==> config.mk <==
export PLATFORM = sky130hd
export DESIGN_NAME = axi_wr_txn_scheduler_flat
export DESIGN_NICKNAME = d
export VERILOG_FILES = /design/src/rtl/axi_wr_txn_scheduler_if.sv /design/src/rtl/axi_wr_txn_scheduler.sv /design/src/flat_wrapper.sv
export SDC_FILE = /design/constraint.sdc
export NUM_CORES = 1
export LEC_CHECK = 0
export BUFFER_PORTS_ARGS = -buffer_cell sky130_fd_sc_hd__buf_4
export CAP_MARGIN = 40
export CELL_PAD_IN_SITES_DETAIL_PLACEMENT = 0
export CELL_PAD_IN_SITES_GLOBAL_PLACEMENT = 1
export CORE_MARGIN = 2
export CORE_UTILIZATION = 42
export CTS_BUF_LIST = sky130_fd_sc_hd__clkbuf_4 sky130_fd_sc_hd__clkbuf_8
export DETAILED_ROUTE_END_ITERATION = 12
export PLACE_DENSITY_LB_ADDON = 0.1
export SLEW_MARGIN = 25
export SYNTH_ARGS = -nofsm -noshare
export SYNTH_HDL_FRONTEND = slang
export SYNTH_SLANG_ARGS = --single-unit
export TNS_END_PERCENT = 30
==> constraint.sdc <==
create_clock -name BUS_CLK -period 2 [get_ports BUS_CLK]
set_input_delay 0.2 -clock BUS_CLK [delete_from_list [all_inputs] [get_ports BUS_CLK]]
set_output_delay 0.2 -clock BUS_CLK [all_outputs]
set_load 0.005 [all_outputs]
==> src/rtl/axi_wr_txn_scheduler_if.sv <==
// Write-side scheduler signal bundle: request vector, muxed bus handshakes and mux controls.
// m_urgent exists only when AXI_WR_ARB_QOS_EN is defined.
interface axi_wr_txn_scheduler_if #(parameter int M_WIDTH = 2);
    localparam int N = 2**M_WIDTH;

    logic [N-1:0]       m_awvalid;
`ifdef AXI_WR_ARB_QOS_EN
    logic [N-1:0]       m_urgent;
`endif
    logic               bus_awvalid, bus_awready;
    logic               bus_wvalid, bus_wready, bus_wlast;
    logic               bus_bvalid, bus_bready;
    logic [M_WIDTH-1:0] wr_sel;
    logic               aw_gnt_en, w_gnt_en, b_gnt_en;
    logic               busy;
    logic               err_wlast;

    modport slave (
`ifdef AXI_WR_ARB_QOS_EN
        input  m_urgent,
`endif
        input  m_awvalid,
        input  bus_awvalid, bus_awready, bus_wvalid, bus_wready, bus_wlast,
        input  bus_bvalid, bus_bready,
        output wr_sel, aw_gnt_en, w_gnt_en, b_gnt_en, busy, err_wlast
    );

    modport master (
`ifdef AXI_WR_ARB_QOS_EN
        output m_urgent,
`endif
        output m_awvalid,
        output bus_awvalid, bus_awready, bus_wvalid, bus_wready, bus_wlast,
        output bus_bvalid, bus_bready,
        input  wr_sel, aw_gnt_en, w_gnt_en, b_gnt_en, busy, err_wlast
    );
endinterface

==> src/rtl/axi_wr_txn_scheduler.sv <==
// Round-robin AXI write scheduler: one outstanding write, master locked on AW/W/B until B completes.
// Optional AXI_WR_ARB_QOS_EN restricts arbitration to urgent requesters when any are present.
module axi_wr_txn_scheduler #(
    parameter int M_WIDTH = 2
) (
    input  logic                     BUS_CLK,
    input  logic                     BUS_RSTN,
    axi_wr_txn_scheduler_if.slave    sif
);
    localparam int N = 2**M_WIDTH;

    typedef enum logic [1:0] {IDLE, ADDR, DATA, RESP} state_t;

    state_t             r_state, w_next;
    logic [M_WIDTH-1:0] r_wr_sel, r_last_ptr, w_win, w_idx;
    logic [8:0]         r_w_cnt;
    logic               r_err;
    logic [N-1:0]       w_req;
    logic               w_any, w_grant, w_aw_hs, w_w_hs, w_b_hs;

    assign w_any   = |sif.m_awvalid;
    assign w_aw_hs = sif.bus_awvalid & sif.bus_awready;
    assign w_w_hs  = sif.bus_wvalid & sif.bus_wready;
    assign w_b_hs  = sif.bus_bvalid & sif.bus_bready;

`ifdef AXI_WR_ARB_QOS_EN
    logic [N-1:0] w_urg;
    assign w_urg = sif.m_awvalid & sif.m_urgent;
    assign w_req = (|w_urg) ? w_urg : sif.m_awvalid;
`else
    assign w_req = sif.m_awvalid;
`endif

    // First requester after last_ptr wins; i == N wraps back onto last_ptr itself.
    always_comb begin
        w_win = r_last_ptr;
        w_idx = r_last_ptr;
        for (int i = N; i >= 1; i--) begin
            w_idx = r_last_ptr + i[M_WIDTH-1:0];
            if (w_req[w_idx]) w_win = w_idx;
        end
    end

    always_comb begin
        w_next  = r_state;
        w_grant = 1'b0;
        case (r_state)
            IDLE: if (w_any) begin
                w_next  = ADDR;
                w_grant = 1'b1;
            end
            ADDR: if (w_aw_hs) w_next = DATA;
            DATA: if (w_w_hs && sif.bus_wlast) w_next = RESP;
            RESP: if (w_b_hs) begin
                w_next  = w_any ? ADDR : IDLE;
                w_grant = w_any;
            end
            default: w_next = IDLE;
        endcase
    end

    always_ff @(posedge BUS_CLK or negedge BUS_RSTN) begin
        if (!BUS_RSTN) begin
            r_state    <= IDLE;
            r_wr_sel   <= '0;
            r_last_ptr <= M_WIDTH'(N - 1);
            r_w_cnt    <= '0;
            r_err      <= 1'b0;
        end else begin
            r_state <= w_next;
            if (w_grant) begin
                r_wr_sel   <= w_win;
                r_last_ptr <= w_win;
            end
            if (r_state == ADDR && w_aw_hs)
                r_w_cnt <= '0;
            else if (r_state == DATA && w_w_hs)
                r_w_cnt <= r_w_cnt + 9'd1;
            // A 256th beat without WLAST is a burst-length violation; sticky until reset.
            if (r_state == DATA && w_w_hs && !sif.bus_wlast && r_w_cnt == 9'd255)
                r_err <= 1'b1;
        end
    end

    assign sif.wr_sel    = r_wr_sel;
    assign sif.aw_gnt_en = (r_state == ADDR);
    assign sif.w_gnt_en  = (r_state == DATA);
    assign sif.b_gnt_en  = (r_state == RESP);
    assign sif.busy      = (r_state != IDLE);
    assign sif.err_wlast = r_err;
endmodule

==> src/flat_wrapper.sv <==
// flat-port wrapper written by rule: the top's interface ports become plain ports
module axi_wr_txn_scheduler_flat 
#(
    parameter int M_WIDTH = 2
)
  (BUS_CLK, BUS_RSTN, sif_m_awvalid, sif_bus_awvalid, sif_bus_awready, sif_bus_wvalid, sif_bus_wready, sif_bus_wlast, sif_bus_bvalid, sif_bus_bready, sif_wr_sel, sif_aw_gnt_en, sif_w_gnt_en, sif_b_gnt_en, sif_busy, sif_err_wlast);
  axi_wr_txn_scheduler_if #(.M_WIDTH(M_WIDTH)) sif_i ();
  input  logic BUS_CLK;
  input  logic BUS_RSTN;
  input wire logic [$bits(sif_i.m_awvalid)-1:0] sif_m_awvalid;
  input wire logic [$bits(sif_i.bus_awvalid)-1:0] sif_bus_awvalid;
  input wire logic [$bits(sif_i.bus_awready)-1:0] sif_bus_awready;
  input wire logic [$bits(sif_i.bus_wvalid)-1:0] sif_bus_wvalid;
  input wire logic [$bits(sif_i.bus_wready)-1:0] sif_bus_wready;
  input wire logic [$bits(sif_i.bus_wlast)-1:0] sif_bus_wlast;
  input wire logic [$bits(sif_i.bus_bvalid)-1:0] sif_bus_bvalid;
  input wire logic [$bits(sif_i.bus_bready)-1:0] sif_bus_bready;
  output wire logic [$bits(sif_i.wr_sel)-1:0] sif_wr_sel;
  output wire logic [$bits(sif_i.aw_gnt_en)-1:0] sif_aw_gnt_en;
  output wire logic [$bits(sif_i.w_gnt_en)-1:0] sif_w_gnt_en;
  output wire logic [$bits(sif_i.b_gnt_en)-1:0] sif_b_gnt_en;
  output wire logic [$bits(sif_i.busy)-1:0] sif_busy;
  output wire logic [$bits(sif_i.err_wlast)-1:0] sif_err_wlast;
  assign sif_i.m_awvalid = sif_m_awvalid;
  assign sif_i.bus_awvalid = sif_bus_awvalid;
  assign sif_i.bus_awready = sif_bus_awready;
  assign sif_i.bus_wvalid = sif_bus_wvalid;
  assign sif_i.bus_wready = sif_bus_wready;
  assign sif_i.bus_wlast = sif_bus_wlast;
  assign sif_i.bus_bvalid = sif_bus_bvalid;
  assign sif_i.bus_bready = sif_bus_bready;
  assign sif_wr_sel = sif_i.wr_sel;
  assign sif_aw_gnt_en = sif_i.aw_gnt_en;
  assign sif_w_gnt_en = sif_i.w_gnt_en;
  assign sif_b_gnt_en = sif_i.b_gnt_en;
  assign sif_busy = sif_i.busy;
  assign sif_err_wlast = sif_i.err_wlast;
  axi_wr_txn_scheduler #(.M_WIDTH(M_WIDTH)) u_core (.BUS_CLK(BUS_CLK), .BUS_RSTN(BUS_RSTN), .sif(sif_i));
endmodule
-- Word-level counts from Yosys, hierarchy flattened
Cells that the tools add are included.
- flip-flop bits (word level): 16
- input port bits: 13
- output and inout port bits: 7
- logic and storage cells: 54
- $add $sub $neg: 4
- order comparisons: 3
- eq/ne operators: 8
- multiplexer cells: 20
- bitwise operators: 3
- reduce and logical (&&, ||, !) cells: 11
- operator list (cell ; count):
    $mux W9 ; 2
    $mux W2 ; 7
    $add A9 B1 Y9 const B ; 1
    $eq A9 B8 Y1 const B ; 1
    $lt A2 B3 Y1 const B ; 3
    $ne A2 B1 Y1 const B ; 4
    $pmux W2 S4 ; 1
    $bmux W1 S2 ; 3
    $mux W1 ; 6
    $logic_and A1 B1 Y1 ; 5
    $add A2 B2 Y2 const B ; 2
    $eq A2 B2 Y1 const B ; 2
    $reduce_and A4 Y1 ; 1
    $reduce_bool A2 Y1 ; 2
    $reduce_or A4 Y1 ; 1
    $and A1 B1 Y1 ; 3
    $add A2 B1 Y2 const B ; 1
    $eq A2 B1 Y1 const B ; 1
    $logic_not A2 Y1 ; 1
    $pmux W1 S2 ; 1
    $logic_not A1 Y1 ; 1

-- Longest topological paths before layout
- word-level depth: 6
- mapped depth: 7
- depth with buffers taken out: 6

-- Worst setup path before layout
OpenSTA, ideal clock, no wires.
- path kind: register to register
- start: register u_core.r_state[0]
- end: register u_core.r_last_ptr[0]
- setup time: 0.073 ns
- data arrival time: 1.708 ns
- required time: 1.927 ns
- setup slack: 0.219 ns
- stages on the path, launching flop included: 7
- buffers on the path: 1
- clock period less this slack: 1.781 ns
- cell sequence: dfrtp_1 inv_1 ha_1 or3_1 clkbuf_2 a311o_1 a21oi_1
- cells in the longest elaborated chain, start to end: 2
- elaborated cells on any way between the ends: 3
- classes of those cells: 1 x eq/ne; 1 x mux; 1 x reduce/logical
- RTL lines (what ; line ; source):
    from (decl) ; axi_wr_txn_scheduler.sv:14 ; state_t r_state, w_next;
    from (signal assigned) ; axi_wr_txn_scheduler.sv:70 ; r_state <= w_next;
    $eq A2 B2 Y1 / $logic_not A2 Y1 (equally long branches) ; axi_wr_txn_scheduler.sv:47 ; case (r_state)
    $pmux W1 S2 (*) ; axi_wr_txn_scheduler.sv:47 ;
    to (signal assigned) ; axi_wr_txn_scheduler.sv:66 ; r_last_ptr <= M_WIDTH'(N - 1);
    to (signal assigned) ; axi_wr_txn_scheduler.sv:73 ; r_last_ptr <= w_win;
    to (decl) ; axi_wr_txn_scheduler.sv:15 ; logic [M_WIDTH-1:0] r_wr_sel, r_last_ptr, w_win, w_idx;
Every way passes the cells marked *; elsewhere a longest branch is shown, timed or not.
A chain may end at the register's enable or synchronous reset.

-- Final worst setup path
Same ends and word-level chain as after synthesis.

==> key figures <==
Status
  – Status: completed

Pwr
  – Overall Power: 1390 uW
  – Maximum vdd ir drop: 0.000782 V
  – Pwr dens: 1180 nW/um^2
  – Leakage: 0.000560 uW

Clocking
  – Num CTS Buffers: 3
  – # H-tree levels: 1
  – Clock Sinks: 16
  – Clk Latency, worst-skew pair: 0.29 ns
  – Clock root buffer: clkbuf_4
  – CTS tree: yes
  – Clock buffer depth: 2
  – Post-CTS Setup Repair Bufs: 0
  – Worst-path clk slew: ~0.1 ns

STA
  – Slack of the critical path: 0.0938 ns
  – Fin crit period: 1.91 ns
  – Clock Skews: 0.000842 ns
  – Final setup viols: 0
  – Slew headroom: 73.8%
  – Max Slew Vio Count: 0
  – Final hold vios: 0
  – Period utilisation layout: 95.3%
  – Unrepaired setup endpoints after global routing: yes
  – Setup TNS: 0 ns
  – Worst Max-Slew Pin Slew: 0.392 ns
  – Hold Slack: 0.218 ns
  – Max Freq: 525 MHz

Global routing
  – Largest net degree at the start of global routing: 17
  – First-pass GRT wire length: 3440 um
  – GRT Total Usage: 17.3%
  – Grt total ovfl: 0
  – Initial antenna violation count: 0
  – Number of global-route vias before repair: 805

Yosys
  – Synth top area share: 36.8%
  – Top-count cell post-synth: dfrtp_1
  – Post-synth EDFFs: 0
  – Sequential-to-total area share from yosys stat: 42.4%
  – List of most frequent post-synthesis cells: 14 x dfrtp_1, 10 x nand2_1, 10 x nor2_1, 8 x inv_1, 7 x a21oi_1
  – Cell taking the most area after synthesis: dfrtp_1
  – Asr flop ratio synth: 100%
  – Synth top area cells: dfrtp_1 37%, ha_1 7.9%, dfstp_2 5.5%, nand2_1 3.9%, nor2_1 3.9%
  – Post-Syn Nets: about 120
  – Post-synthesis cell count: 104
  – Synth warnings: 0
  – Netlist Area Pre-Place: between 900 and 1000 um^2
  – Flops & latches, synth: 16
  – Syn avg cell area: between 9 and 10 um^2
  – Main synth FF type: dfrtp_1
  – Cell variety after synth: 31

Floorplanning
  – Die X-Extent: ~52 um
  – Die area: 2660 um^2
  – Die Height: 51.6 um
  – Core Region: 2170 um^2
  – Initial core utilization: 43.8%
  – Site Rows: 17
  – I/O pins: 20

Place
  – GP Congestion: 0.767
  – Place WS: 0.114 ns
  – Buffers on Ports: 19
  – HPWL after DPL: 1430 um

Cells and area
  – Nets: 145
  – Diode count: 0
  – Layout cells sized above 1: between 20% and 30%
  – Final core occ: 54.1%
  – Area delta synth->final: 23.4%

Critical path
  – Worst setup EP type: register
  – Worst-path maximum fanout: 7
  – CP arrival: about 2.1 ns
  – Worst Setup Start Kind: register
  – WP data required: approximately 2.2 ns
  – Crit Path Category: register to register

Route
  – Top Layer Used: met4
  – DRC: 0
  – Met3 WL: between 40 and 50 um
  – Vias per Instance: 5.36
  – Met2 WL: 945 um
  – DRT Pass-1 Iters: 4
  – DRT iter0 DRCs: 15
  – Met1 WL: 925 um
  – Via count: 820
  – DRT antenna net count: 0
  – Final WL: a little under 2000 um
  – DR WL/cell: 12.7 um

Hold path
  – HP Class: input port to register

Run
  – Max Cap Viol: 0
## kinds of logic after synthesis
group                    share of synthesized area (%)
buffers and inverters                             4.87
XOR/XNOR                                          5.53
multiplexers                                      2.11
AND/OR/NAND/NOR                                   19.5
AO/OA/AOI/OAI                                     17.8
flip-flops                                        42.4
adder cells (fa/ha/maj)                           7.89
## state kept, by name, indices dropped and copies added (netlist names)
register / flops
u_core.r_state: 2
u_core.r_last_ptr: 2
u_core.r_w_cnt: 9
u_core.sif.err_wlast: 1
u_core.sif.wr_sel: 2
## metal layers
| layer | vias up | GRT usage, % |
|---|---|---|
| met5 | - | 0 |
| met4 | 0 | 9.21 |
| met3 | 2 | 2.87 |
| met2 | 11 | 30.1 |
| met1 | 393 | 20.1 |
| li1 | 414 | - |
## timing repair
action / CTS / global route
hold buffers: 1 / 0
hold endpoints to repair: 16 / 0
endpoints found under the setup margin: 0 / 3
gates resized for setup: 0 / 2
## report_power, final
| group | internal, uW | total (uW) | switching [uW] |
|---|---|---|---|
| sequential | 429 | 520 | 90.5 |
| combinational | 337 | 646 | 308 |
| clock | 111 | 222 | 111 |
## stage by stage
step | instances | cell area [um^2]
after CTS | 153 | 1170
final | 153 | 1170
after global routing | 153 | 1170
after floorplan | 104 | 951
after global placement | 148 | 1120
after detailed placement | 148 | 1120
## path summary, 6_finish.rpt
kind	start	to	slack [ns]	cells past startpoint
max in group asynchronous	BUS_RSTN	u_core.r_last_ptr[1]	1.45	2
max reg2reg	u_core.r_state[0]	u_core.r_last_ptr[0]	0.09	5
min reg2reg	u_core.sif.err_wlast	u_core.sif.err_wlast	0.48	1
min in group asynchronous	BUS_RSTN	u_core.r_w_cnt[8]	0.30	2
max	u_core.r_state[0]	u_core.r_last_ptr[0]	0.09	5
min	sif_bus_wlast	u_core.sif.err_wlast	0.22	3
## layout by cell type (no fill, tap or decap), drive strengths merged, types with 2 or more instances in the layout
master,count
a21o,2
a21oi,7
a31o,2
a31oi,3
and3,3
buf,20
clkbuf,4
dfrtp,14
dfstp,2
ha,6
inv,8
mux2i,2
nand2,10
nand2b,2
nand3,4
nand4,3
nor2,10
nor3,3
o21ai,2
or3,2
xnor2,3
xor2,3
## worst max-delay path, stage by stage, from the launching register on
cell and delay, ns:
dfrtp_1 0.44, inv_1 0.11, ha_1 0.31, or3_1 0.49, a311o_1 0.36, a21oi_1 0.14
## area by class of cell
class | count | area (um^2)
Tap cell | 28 | 35.0
Inverter | 8 | 30.0
Timing Repair Buffer | 21 | 160
Sequential cell | 16 | 403
Fill cell | 214 | 996
Clock buffer | 4 | 36.3
Multi-Input combinational cell | 76 | 509
Note: power is estimated with default switching activity, not from simulation.
